==> src/rtl/seven_segment_scanner.sv <==
// Time-multiplexed, double-buffered common-anode 7-segment scanner with guard cycles.
// Optional LEADING_ZERO_BLANK_EN: suppress leading zero digits of the displayed value.
module seven_segment_scanner #(
  parameter int DIGITS   = 4,
  parameter int SCAN_DIV = 50000,
  parameter int GUARD    = 2
) (
  input  logic                  clk,
  input  logic                  rst_n,
  input  logic [4*DIGITS-1:0]   value,
  input  logic                  load,
  input  logic [DIGITS-1:0]     dp,
  input  logic [DIGITS-1:0]     blank,
  output logic [6:0]            seg,
  output logic                  seg_dp,
  output logic [DIGITS-1:0]     an,
  output logic                  frame_done
);

  localparam int PW = (SCAN_DIV > 1) ? $clog2(SCAN_DIV) : 1;
  localparam int IW = (DIGITS > 1) ? $clog2(DIGITS) : 1;
  localparam int BW = 6 * DIGITS;
  localparam logic [PW-1:0] PRESC_LAST = PW'(SCAN_DIV - 1);
  localparam logic [PW-1:0] GUARD_END  = PW'(GUARD);
  localparam logic [IW-1:0] IDX_LAST   = IW'(DIGITS - 1);

  logic [PW-1:0]     presc_q, presc_d;
  logic [IW-1:0]     idx_q, idx_d;
  logic [BW-1:0]     shadow_q, shadow_d;
  logic [BW-1:0]     disp_q, disp_d;
  logic              pending_q, pending_d;
  logic [6:0]        seg_q, seg_d;
  logic              seg_dp_q, seg_dp_d;
  logic [DIGITS-1:0] an_q, an_d;
  logic              frame_done_q, frame_done_d;

  logic              presc_wrap, frame_wrap, in_guard;
  logic [BW-1:0]     in_bundle;
  logic [4*DIGITS-1:0] disp_val;
  logic [DIGITS-1:0] disp_dp, disp_blank, lz_blank;
  logic [3:0]        cur_nib;

  // Buffers are packed as {value, dp, blank}.
  assign in_bundle  = {value, dp, blank};
  assign disp_val   = disp_q[BW-1 -: 4*DIGITS];
  assign disp_dp    = disp_q[2*DIGITS-1:DIGITS];
  assign disp_blank = disp_q[DIGITS-1:0];
  assign cur_nib    = disp_val[{idx_q, 2'b00} +: 4];

  assign presc_wrap = (presc_q == PRESC_LAST);
  assign frame_wrap = presc_wrap && (idx_q == IDX_LAST);
  assign in_guard   = (presc_q < GUARD_END);

`ifdef LEADING_ZERO_BLANK_EN
  // zero_run[i] is set when nibbles i..DIGITS-1 of the displayed value are all zero.
  logic [DIGITS:0] zero_run;
  assign zero_run[DIGITS] = 1'b1;
  for (genvar gi = 0; gi < DIGITS; gi++) begin : g_lz
    assign zero_run[gi] = zero_run[gi+1] & (disp_val[4*gi +: 4] == 4'h0);
  end
  assign lz_blank = zero_run[DIGITS-1:0] & ~DIGITS'(1);
`else
  assign lz_blank = '0;
`endif

  function automatic logic [6:0] hex_to_seg(input logic [3:0] h);
    case (h)
      4'h0: hex_to_seg = 7'h40;
      4'h1: hex_to_seg = 7'h79;
      4'h2: hex_to_seg = 7'h24;
      4'h3: hex_to_seg = 7'h30;
      4'h4: hex_to_seg = 7'h19;
      4'h5: hex_to_seg = 7'h12;
      4'h6: hex_to_seg = 7'h02;
      4'h7: hex_to_seg = 7'h78;
      4'h8: hex_to_seg = 7'h00;
      4'h9: hex_to_seg = 7'h10;
      4'hA: hex_to_seg = 7'h08;
      4'hB: hex_to_seg = 7'h03;
      4'hC: hex_to_seg = 7'h46;
      4'hD: hex_to_seg = 7'h21;
      4'hE: hex_to_seg = 7'h06;
      default: hex_to_seg = 7'h0E;
    endcase
  endfunction

  always_comb begin
    presc_d      = presc_wrap ? '0 : presc_q + 1'b1;
    idx_d        = idx_q;
    shadow_d     = shadow_q;
    pending_d    = pending_q;
    disp_d       = disp_q;
    frame_done_d = frame_wrap;
    if (presc_wrap) begin
      idx_d = (idx_q == IDX_LAST) ? '0 : idx_q + 1'b1;
    end
    if (load) begin
      shadow_d  = in_bundle;
      pending_d = 1'b1;
    end
    // A load coinciding with the frame boundary bypasses the shadow entirely.
    if (frame_wrap) begin
      if (load) begin
        disp_d    = in_bundle;
        pending_d = 1'b0;
      end else if (pending_q) begin
        disp_d    = shadow_q;
        pending_d = 1'b0;
      end
    end
  end

  always_comb begin
    seg_d    = 7'h7F;
    seg_dp_d = 1'b1;
    an_d     = '1;
    if (!in_guard) begin
      an_d[idx_q] = 1'b0;
      if (!disp_blank[idx_q]) begin
        seg_dp_d = ~disp_dp[idx_q];
        if (!lz_blank[idx_q]) begin
          seg_d = hex_to_seg(cur_nib);
        end
      end
    end
  end

  always_ff @(posedge clk) begin
    if (!rst_n) begin
      presc_q      <= '0;
      idx_q        <= '0;
      shadow_q     <= '0;
      disp_q       <= '0;
      pending_q    <= 1'b0;
      seg_q        <= 7'h7F;
      seg_dp_q     <= 1'b1;
      an_q         <= '1;
      frame_done_q <= 1'b0;
    end else begin
      presc_q      <= presc_d;
      idx_q        <= idx_d;
      shadow_q     <= shadow_d;
      disp_q       <= disp_d;
      pending_q    <= pending_d;
      seg_q        <= seg_d;
      seg_dp_q     <= seg_dp_d;
      an_q         <= an_d;
      frame_done_q <= frame_done_d;
    end
  end

  assign seg        = seg_q;
  assign seg_dp     = seg_dp_q;
  assign an         = an_q;
  assign frame_done = frame_done_q;

endmodule

==> config.mk <==
export PLATFORM = sky130hd
export DESIGN_NAME = seven_segment_scanner
export DESIGN_NICKNAME = d
export VERILOG_FILES = /design/src/rtl/seven_segment_scanner.sv
export SDC_FILE = /design/constraint.sdc
export NUM_CORES = 1
export LEC_CHECK = 0
export CORE_ASPECT_RATIO = 0.7
export CORE_MARGIN = 2
export CORE_UTILIZATION = 50
export CTS_CLUSTER_DIAMETER = 100
export DETAILED_ROUTE_END_ITERATION = 16
export GPL_TIMING_DRIVEN = 0
export PLACE_DENSITY = 0.78
export SYNTH_ARGS = -nofsm -noshare
export SYNTH_HDL_FRONTEND = slang
export SYNTH_SLANG_ARGS = --single-unit
==> constraint.sdc <==
create_clock -name clk -period 2.2 [get_ports clk]
set_clock_uncertainty 0.2 [all_clocks]
set_input_delay 0.22 -clock clk [delete_from_list [all_inputs] [get_ports clk]]
set_output_delay 0.22 -clock clk [all_outputs]
set_load 0.05 [all_outputs]
==> reports/summary.txt, run 1 <==
Vias in the first global route - 2,420
First-pass GRT wire length - 11,250 um
CP max-delay cell - mux4_2
Final antenna diode count - 0
#FFs+latches synth - 80
Final count of pins violating max slew - 0
GRT Total Usage - 0.1881
Syn nets - 373
Top_reg_cell synth - dfxtp_1
Most frequent cells in the layout - dfxtp_1, nor2_1, clkdlybuf4s50_1
Via count - 2,518
Post-placement setup slack - -0.2204 ns
Ranking of synthesized cells by area - dfxtp_1, mux2_2, mux2i_1
Crit share post-route - 0.9656
GRT overflow - 0
Cts bufs inserted - 9
Req. time, crit path - 2.22 ns
Initial DRC count - 100
Die X - 103.9 um
Mapped cell area - 0.003495 mm2
Max Root-Sink Buffers - 2
Area post-placement - 0.003993 mm2
GR peak layer - met2
Run status - complete, no violations
Leak - 1.769 nW
Post-Layout Cell Count - 487
DP HPWL - 4788 um
Commonest non-fill, non-tap cell in the layout - dfxtp_1
Sink Count - 80
Cell row count - 25
Post-route ant nets - 0
Io pins - 40
P per Cell Area - 627.6 mW/mm2
Yosys warning count - 0
Yosys cell types - 42
RSZ-0062 raised after global routing - yes
Met3 Use GR - 0.06924
Largest net degree at the start of global routing - 12
Met2 Use GR - 0.3012
Synth-to-Final Area Change - 21.02%
Vias per std cell - 5.170
Synthesized area per cell - 10.43 um2
Final hold vios - 0
Setup violators final - 0
Post-synth EDFFs - 0
Die Height - 73.95 um
Total of max-cap violations - 0
Crit-path cells - buf_6 > mux4_2 > ha_2 > or2_2 > a21oi_1 > o21ai_0
Met1 Usage GRT - 0.2415
Register area share after synthesis - 0.4583
Fmax - 470.7 MHz
Drt wl/cell - 13.99 um
Crit-path max FO - 7
Die area - 0.007684 mm2
Post-synth top area share - 0.4583
Element type at the critical path end - flip-flop
Nets - 429
Slew HR - 0.6619
TritonCTS clock tree - built
Final core utilization - 0.6259
Worst-Skew Late Latency - 0.34 ns
Crit start category - flip-flop
Root buffer cell - clkbuf_8
Tmin final - 2.124 ns
CP arrival - 2.14 ns
# port buffers - 38
Final setup margin - 0.07563 ns
First-pass DRT Iterations - 4
Initial antenna violation count - 0
Routability Congestion - 0.8006
Drc violations - 0
Design area - 0.004229 mm2
FFs w/ async S/R, synth - 0
Placed cells - 467
Post-CTS Hold Buffers - 0
Clock H-tree levels - 3
WS Path Type - reg2reg
Share of layout cells above drive strength 1 - 0.1883
Hold Path Class - in2reg
Initial core utilization - 0.5172
VDD IR max - 0.0003187 V
Mapped Cells - 335
Core area - 0.006756 mm2
Worst-Margin Slew - 0.5072 ns
DRT Wirelength - 6811 um
Clock transition at path regs - 0.08 ns
Area leader, netlist - dfxtp_1
Slowest cell delay on critical path - 0.56 ns
==> layout make-up <==
cell class / instances / area, um2
repair buffers: 45 / 432.9
well taps: 94 / 117.6
fillers: 561 / 2527
flip-flops and latches: 80 / 1603
multi-input cells: 227 / 1775
clock inverters: 1 / 5.005
clock buffers: 12 / 155.1
inverters: 8 / 30.03
plain buffers: 20 / 110.1
==> kinds of logic after synthesis <==
| kind of cell | count (synthesis) | share of synthesized area |
|---|---|---|
| AOI/OAI and AO/OA | 26 | 0.04511 |
| xor gates and xnor gates | 15 | 0.03760 |
| adders and majority gates | 11 | 0.03938 |
| buffers and inverters | 28 | 0.03974 |
| DFF | 80 | 0.4583 |
| muxes | 56 | 0.1944 |
| and+or+nand+nor | 119 | 0.1855 |
==> worst max-delay path, delay by kind of cell (launching register included) <==
family / cells / cell delay [ns]
muxes: 1 / 0.56
DFF: 1 / 0.36
and+or+nand+nor: 1 / 0.29
adders and majority gates: 1 / 0.23
AOI/OAI and AO/OA: 2 / 0.22
buffers and inverters: 1 / 0.14
==> power breakdown <==
part | switching (W) | total, W | internal, W | leakage, nW
combinational | 0.000129 | 0.000231 | 0.000102 | 1.03
sequential | 0.0000124 | 0.00150 | 0.00149 | 0.652
clock | 0.000468 | 0.000920 | 0.000451 | 0.0842
total | 0.000609 | 0.00265 | 0.00204 | 1.77
==> sequential cells by signal (all words and copies together), names as in the netlist <==
signal      flops
disp_q         24
shadow_q       24
presc_q        16
seg             7
an              4
idx_q           2
frame_done      1
pending_q       1
seg_dp          1
==> per-stage QoR <==
stage	hold slack, ns	TNS (ns)	total power (W)
floorplan	0.1956	0	0.001667
global placement	0.2242	-1.512	0.001759
detailed placement	0.2439	-1.741	0.001765
CTS	0.09298	0	0.002690
global route	0.1110	-0.06378	0.002781
finish	0.1152	0	0.002654
==> what timing repair did <==
item,4_1_cts,5_1_grt
pin swaps,1,1
endpoints found under the setup margin,25,39
gates resized for setup,3,5
gates cloned,0,0
setup buffers,4,3
==> cell usage after synthesis, drive strengths merged (4+ instances only) <==
cell type / n
nor2: 39
and3: 6
clkbuf: 9
o21ai: 9
buf: 11
nand4: 6
nand2: 15
and2: 26
inv: 7
ha: 11
nand3: 7
a21oi: 7
mux4: 7
nor4: 4
mux2: 25
xor2: 13
dfxtp: 80
mux2i: 24
==> final timing paths <==
check	from	to	slack, ns	cells after the start
max reg2reg	idx_q[0]$_SDFFE_PN0N_	seg[3]$_SDFF_PP1_	0.08	6
min reg2reg	presc_q[0]$_SDFF_PP0_	presc_q[0]$_SDFF_PP0_	0.26	1
min	load	shadow_q[10]$_SDFFE_PN0P_	0.12	3
max	idx_q[0]$_SDFFE_PN0N_	seg[3]$_SDFF_PP1_	0.08	6
==> routing by layer <==
metal | wire (um) | part of all wire
met1 | 3313 | 0.49
met2 | 3101 | 0.46
met3 | 345 | 0.051
met4 | 51 | 0.0075
met5 | 0 | 0
Note: power is estimated with default switching activity, not from simulation.
==> run 2: changes to the inputs <==
--- a/config.mk
+++ b/config.mk
@@ -5,10 +5,11 @@
 export SDC_FILE = /design/constraint.sdc
 export NUM_CORES = 1
 export LEC_CHECK = 0
-export CORE_ASPECT_RATIO = 0.7
+export CORE_ASPECT_RATIO = 0.75
 export CORE_MARGIN = 2
 export CORE_UTILIZATION = 50
 export CTS_CLUSTER_DIAMETER = 100
+export CTS_CLUSTER_SIZE = 30
 export DETAILED_ROUTE_END_ITERATION = 16
 export GPL_TIMING_DRIVEN = 0
 export PLACE_DENSITY = 0.78
==> run 2 against run 1 <==
Net effect: design area grew 0.33%; largest cell class unchanged; sequential power is essentially flat; via count shrank 0.16%; total power grew 6.7%; clock power grew 20%; critical path type unchanged; count of clock-buffer cells in the layout shrank 3.
==> reports/summary.txt, run 2 (same netlist as run 1, synthesis figures left out) <==
TritonCTS clock tree - built
Run status - complete, no violations
Crit-path max FO - 5 (-2)
Total of max-cap violations - 0 (unchanged)
Synth-to-Final Area Change - 21.41%
DRT Wirelength - 7005 um (+2.8%)
# port buffers - 38 (unchanged)
GRT overflow - 0 (unchanged)
Worst-Margin Slew - 0.5080 ns (+0.0008094 ns)
Initial core utilization - 0.5140 (-0.003236)
First-pass DRT Iterations - 4 (unchanged)
Element type at the critical path end - flip-flop
Io pins - 40 (unchanged)
Crit share post-route - 0.9701 (+0.004461)
Most frequent cells in the layout - dfxtp_1, nor2_1, clkdlybuf4s50_1
Vias in the first global route - 2,461 (+1.7%)
Fillers - 566 (+0.89%)
Cell row count - 26 (+4.0%)
Routability Congestion - 0.8252 (+3.1%)
Vias per std cell - 5.248 (+1.5%)
Die area - 0.007681 mm2 (about the same)
Setup violators final - 0 (unchanged)
Drt wl/cell - 14.62 um (+4.6%)
Clock transition at path regs - 0.09 ns (about the same)
Post-route ant nets - 0 (unchanged)
First-pass GRT wire length - 11,440 um (+1.7%)
Clock H-tree levels - 3 (unchanged)
Max Root-Sink Buffers - 2 (unchanged)
Cts bufs inserted - 9 (unchanged)
CP arrival - 2.17 ns (+0.03 ns)
DP HPWL - 5030 um (+5.1%)
Drc violations - 0 (unchanged)
Via count - 2,514 (-0.16%)
Pwr Total - 0.002832 W (+6.7%)
Initial DRC count - 91 (-9.0%)
VDD IR max - 0.0003430 V (+7.6%)
Top flop regs - disp_q x24, shadow_q x24, presc_q x16
Hold Path Class - in2reg
Final count of pins violating max slew - 0 (unchanged)
Commonest non-fill, non-tap cell in the layout - dfxtp_1
GRT Total Usage - 0.1924 (+0.004296)
Die Height - 76.40 um (+3.3%)
Leak - 1.779 nW (+0.55%)
Final hold vios - 0 (unchanged)
Crit start category - flip-flop
Post-placement setup slack - -0.2047 ns (+0.01572 ns)
P per Cell Area - 667.5 mW/mm2 (+6.3%)
Fmax - 468.6 MHz (-0.46%)
Share of layout cells above drive strength 1 - 0.1949 (+0.006642)
Final antenna diode count - 0 (unchanged)
Nets - 428 (-0.23%)
Tmin final - 2.134 ns (+0.009814 ns)
Total negative setup slack - 0 ns (unchanged)
Req. time, crit path - 2.24 ns (+0.02 ns)
Core area - 0.006799 mm2 (+0.63%)
Die X - 100.5 um (-3.3%)
Sink Count - 80 (unchanged)
Root buffer cell - clkbuf_8
Largest net degree at the start of global routing - 16 (+4)
Final setup margin - 0.06582 ns (-0.009814 ns)
Initial antenna violation count - 0 (unchanged)
Slew HR - 0.6613 (about the same)
Worst-Skew Late Latency - 0.36 ns (+0.02 ns)
WS Path Type - reg2reg
RSZ-0062 raised after global routing - yes
-- run 2: layer usage --
| layer | vias to the layer above | wire [um] | global-route usage |
|---|---|---|---|
| met5 | - | 0 | 0 |
| met4 | 0 | 119 | 0.07260 |
| met3 | 13 | 271 | 0.04954 |
| met2 | 52 | 3294 | 0.3060 |
| met1 | 1187 | 3318 | 0.2512 |
| li1 | 1262 | - | - |
-- run 2: worst max-delay path: stages (launching register included) --
cell,delay (ns)
dfxtp_2,0.36
buf_6,0.12
mux4_2,0.58
ha_2,0.24
or2_2,0.29
a21oi_1,0.14
o21ai_0,0.08
-- run 2: power by group --
group	switching (W)	total [W]	internal (W)	leakage (nW)
sequential	0.0000128	0.00150	0.00149	0.652
combinational	0.000127	0.000229	0.000102	1.03
clock	0.000566	0.00110	0.000534	0.0966
total	0.000706	0.00283	0.00213	1.78
-- run 2: metrics by stage --
stage            util  cell area (um2)  hold WS [ns]  instances
6_report       0.6240             4243       0.09337        479
2_1_floorplan       -             3495        0.1956        335
4_1_cts        0.6213             4224       0.09172        478
3_5_place_dp   0.5854             3980        0.2352        457
5_1_grt        0.6240             4243        0.1023        479
3_3_place_gp   0.5854             3980        0.2240        457
-- run 2: layout make-up --
class / count / area [um2] / area share
Timing Repair Buffer: 44 / 425.4 / 0.1003
Multi-Input combinational cell: 227 / 1768 / 0.4167
Clock buffer: 9 / 123.9 / 0.02919
Clock inverter: 7 / 76.32 / 0.01799
Sequential cell: 80 / 1603 / 0.3778
Inverter: 8 / 30.03 / 0.007078
Tap cell: 84 / 105.1 / 0.02477
Buffer: 20 / 111.4 / 0.02625
-- run 2: final timing paths --
path | startpoint | end | slack [ns] | cells after the start
worst max-delay path | idx_q[0]$_SDFFE_PN0N_ | seg[3]$_SDFF_PP1_ | 0.07 | 6
worst min-delay path | load | shadow_q[7]$_SDFFE_PN0P_ | 0.09 | 3
worst max register to register | idx_q[0]$_SDFFE_PN0N_ | seg[3]$_SDFF_PP1_ | 0.07 | 6
worst min register to register | presc_q[0]$_SDFF_PP0_ | presc_q[0]$_SDFF_PP0_ | 0.25 | 1
-- run 2: repair_timing --
action	in CTS	in global routing
gates resized for setup	3	6
cloned	0	0
setup buffers	5	1
hold buffers	0	0
pin swaps	1	1
endpoints found under the setup margin	26	41
==> run 3: changes to the inputs <==
--- a/config.mk
+++ b/config.mk
@@ -12,7 +12,7 @@
 export CTS_CLUSTER_SIZE = 30
 export DETAILED_ROUTE_END_ITERATION = 16
 export GPL_TIMING_DRIVEN = 0
-export PLACE_DENSITY = 0.78
+export PLACE_DENSITY_LB_ADDON = 0.3
 export SYNTH_ARGS = -nofsm -noshare
 export SYNTH_HDL_FRONTEND = slang
 export SYNTH_SLANG_ARGS = --single-unit
==> run 3 against run 2 <==
Net effect: die area did not move; routed wire length fell by 3.8%; highest routed layer unchanged; non-clock buffer count increased by 3; utilization increased by 0.53 points; first-iteration DRC count is 35% higher; combinational power about the same; register-to-register slack barely moved; clock power is 11% lower; design area is 0.86% higher; via count down 1.1%; count of clock-buffer cells in the layout increased by 2; sequential power about the same.
==> reports/summary.txt, run 3 (same netlist as run 1, synthesis figures left out) <==
Final hold slack - 0.1135 ns (+0.02008 ns)
Setup violators final - 0 (unchanged)
GRT Total Usage - 0.1811 (-0.01133)
Core area - 0.006799 mm2 (unchanged)
DRT Wirelength - 6740 um (-3.8%)
First-pass DRT Iterations - 4 (unchanged)
Slew HR - 0.6696 (+0.008262)
Initial DRC count - 123 (+35%)
Initial core utilization - 0.5140 (unchanged)
Clock H-tree levels - 3 (unchanged)
Initial antenna violation count - 0 (unchanged)
Hold Path Class - in2reg
Largest net degree at the start of global routing - 14 (-2)
Routability Congestion - 0.8124 (-1.6%)
DP HPWL - 4766 um (-5.2%)
Element type at the critical path end - flip-flop
Slowest cell delay on critical path - 0.61 ns (+0.03 ns)
Pwr Total - 0.002713 W (-4.2%)
Sink Count - 80 (unchanged)
Crit start category - flip-flop
Vias in the first global route - 2,366 (-3.9%)
RSZ-0062 raised after global routing - yes
Nets - 431 (+0.70%)
Die Height - 76.40 um (unchanged)
Top flop regs - disp_q x24, shadow_q x24, presc_q x16
VDD IR max - 0.0004645 V (+35%)
R2R Path Start - idx_q[0]$_SDFFE_PN0N_
First-pass GRT wire length - 10,850 um (-5.2%)
Drt wl/cell - 13.98 um (-4.4%)
Post-route ant nets - 0 (unchanged)
Leak - 1.801 nW (+1.3%)
Clock transition at path regs - 0.08 ns (about the same)
Post-Layout Cell Count - 482 (+0.63%)
WS Path Type - reg2reg
Top Family by Delay on Critical Path - multiplexers
Worst-Margin Slew - 0.4941 ns (-0.01394 ns)
Total of max-cap violations - 0 (unchanged)
Io pins - 40 (unchanged)
Req. time, crit path - 2.23 ns (about the same)
Worst path buffer plus inverter count - 1 (unchanged)
Max Root-Sink Buffers - 2 (unchanged)
Post-CTS Hold Buffers - 0 (unchanged)
Final count of pins violating max slew - 0 (unchanged)
Final core utilization - 0.6294 (+0.005337)
Hold Startpoint - load
Crit-path max FO - 6 (+1)
Tmin final - 2.146 ns (+0.01160 ns)
Synth-to-Final Area Change - 22.45%
Root buffer cell - clkbuf_8
Die area - 0.007681 mm2 (unchanged)
# port buffers - 38 (unchanged)
Crit share post-route - 0.9754 (+0.005272)
Fmax - 466.0 MHz (-0.54%)
P per Cell Area - 634.1 mW/mm2 (-5.0%)
CP max-delay cell - mux4_2
Most frequent cells in the layout - dfxtp_1, nor2_1, clkdlybuf4s50_1
TritonCTS clock tree - built
Final antenna diode count - 0 (unchanged)
Worst-Skew Late Latency - 0.34 ns (-0.02 ns)
GRT overflow - 0 (unchanged)
Crit-path cells - buf_6 > mux4_2 > ha_4 > or2_2 > a21oi_2 > o21ai_0
Cell row count - 26 (unchanged)
Commonest non-fill, non-tap cell in the layout - dfxtp_1
Final hold vios - 0 (unchanged)
Die X - 100.5 um (unchanged)
Area post-placement - 0.003980 mm2 (unchanged)
Run status - complete, no violations
Vias per std cell - 5.160 (-1.7%)
Drc violations - 0 (unchanged)
CP arrival - 2.18 ns (about the same)
Design area - 0.004279 mm2 (+0.86%)
Share of layout cells above drive strength 1 - 0.2111 (+0.01612)
Via count - 2,487 (-1.1%)
Cts bufs inserted - 9 (unchanged)
Worst setup path startpoint - idx_q[0]$_SDFFE_PN0N_
Placed cells - 457 (unchanged)
-- run 3: cell types whose count changed in the layout (fill, tap and decap cells not counted), sizes merged --
| cell | before | now |
|---|---|---|
| buf | 17 | 20 |
| clkinv | 2 | 5 |
| inv | 10 | 7 |
| clkbuf | 18 | 20 |
| bufinv | 1 | 0 |
| clkinvlp | 2 | 1 |
-- run 3: where the power goes --
group          leakage, nW  internal [W]  switching (W)
logic                 1.05      0.000103       0.000125
registers            0.652       0.00149      0.0000123
clock network       0.0951      0.000467       0.000516
total                 1.80       0.00206       0.000653
-- run 3: area by class of cell --
type / instances / area [um2]
Multi-Input combinational cell: 227 / 1789
Fill cell: 582 / 2520
Clock buffer: 11 / 151.4
Buffer: 20 / 111.4
Tap cell: 84 / 105.1
Inverter: 8 / 30.03
Sequential cell: 80 / 1603
Timing Repair Buffer: 47 / 457.9
Clock inverter: 5 / 31.28
-- run 3: worst reg2reg max path: stages, from the launching register on --
cell and delay (ns):
dfxtp_2 0.36, buf_6 0.14, mux4_2 0.61, ha_4 0.22, or2_2 0.30, a21oi_2 0.12
o21ai_0 0.07
-- run 3: what timing repair did --
| action | CTS | global route |
|---|---|---|
| setup endpoints to repair | 25 | 39 |
| cloned | 0 | 2 |
| pin swaps | 1 | 1 |
| gates resized for setup | 3 | 12 |
| buffers inserted | 6 | 1 |
-- run 3: per-stage QoR --
step	setup slack (ns)	TNS [ns]
floorplan	0.09910	0
global placement	-0.1899	-1.386
detailed placement	-0.2054	-2.248
CTS	0.01338	0
global route	-0.03223	-0.2433
finish	0.05422	0
-- run 3: routing by layer --
| layer | vias up | routed length [um] | share of wire | global-route usage |
|---|---|---|---|---|
| met2 | 53 | 3077 | 0.46 | 0.2758 |
| li1 | 1269 | - | - | - |
| met1 | 1161 | 3310 | 0.49 | 0.2462 |
| met4 | 0 | 42 | 0.0062 | 0.03699 |
| met5 | - | 0 | 0 | 0 |
| met3 | 4 | 309 | 0.046 | 0.06881 |
-- run 3: path summary, 6_finish.rpt --
kind | end | slack, ns | cells past startpoint
setup reg to reg | seg[3]$_SDFF_PP1_ | 0.05 | 6
hold / removal | shadow_q[7]$_SDFFE_PN0P_ | 0.11 | 3
hold reg to reg | presc_q[0]$_SDFF_PP0_ | 0.25 | 1
setup / recovery | seg[3]$_SDFF_PP1_ | 0.05 | 6
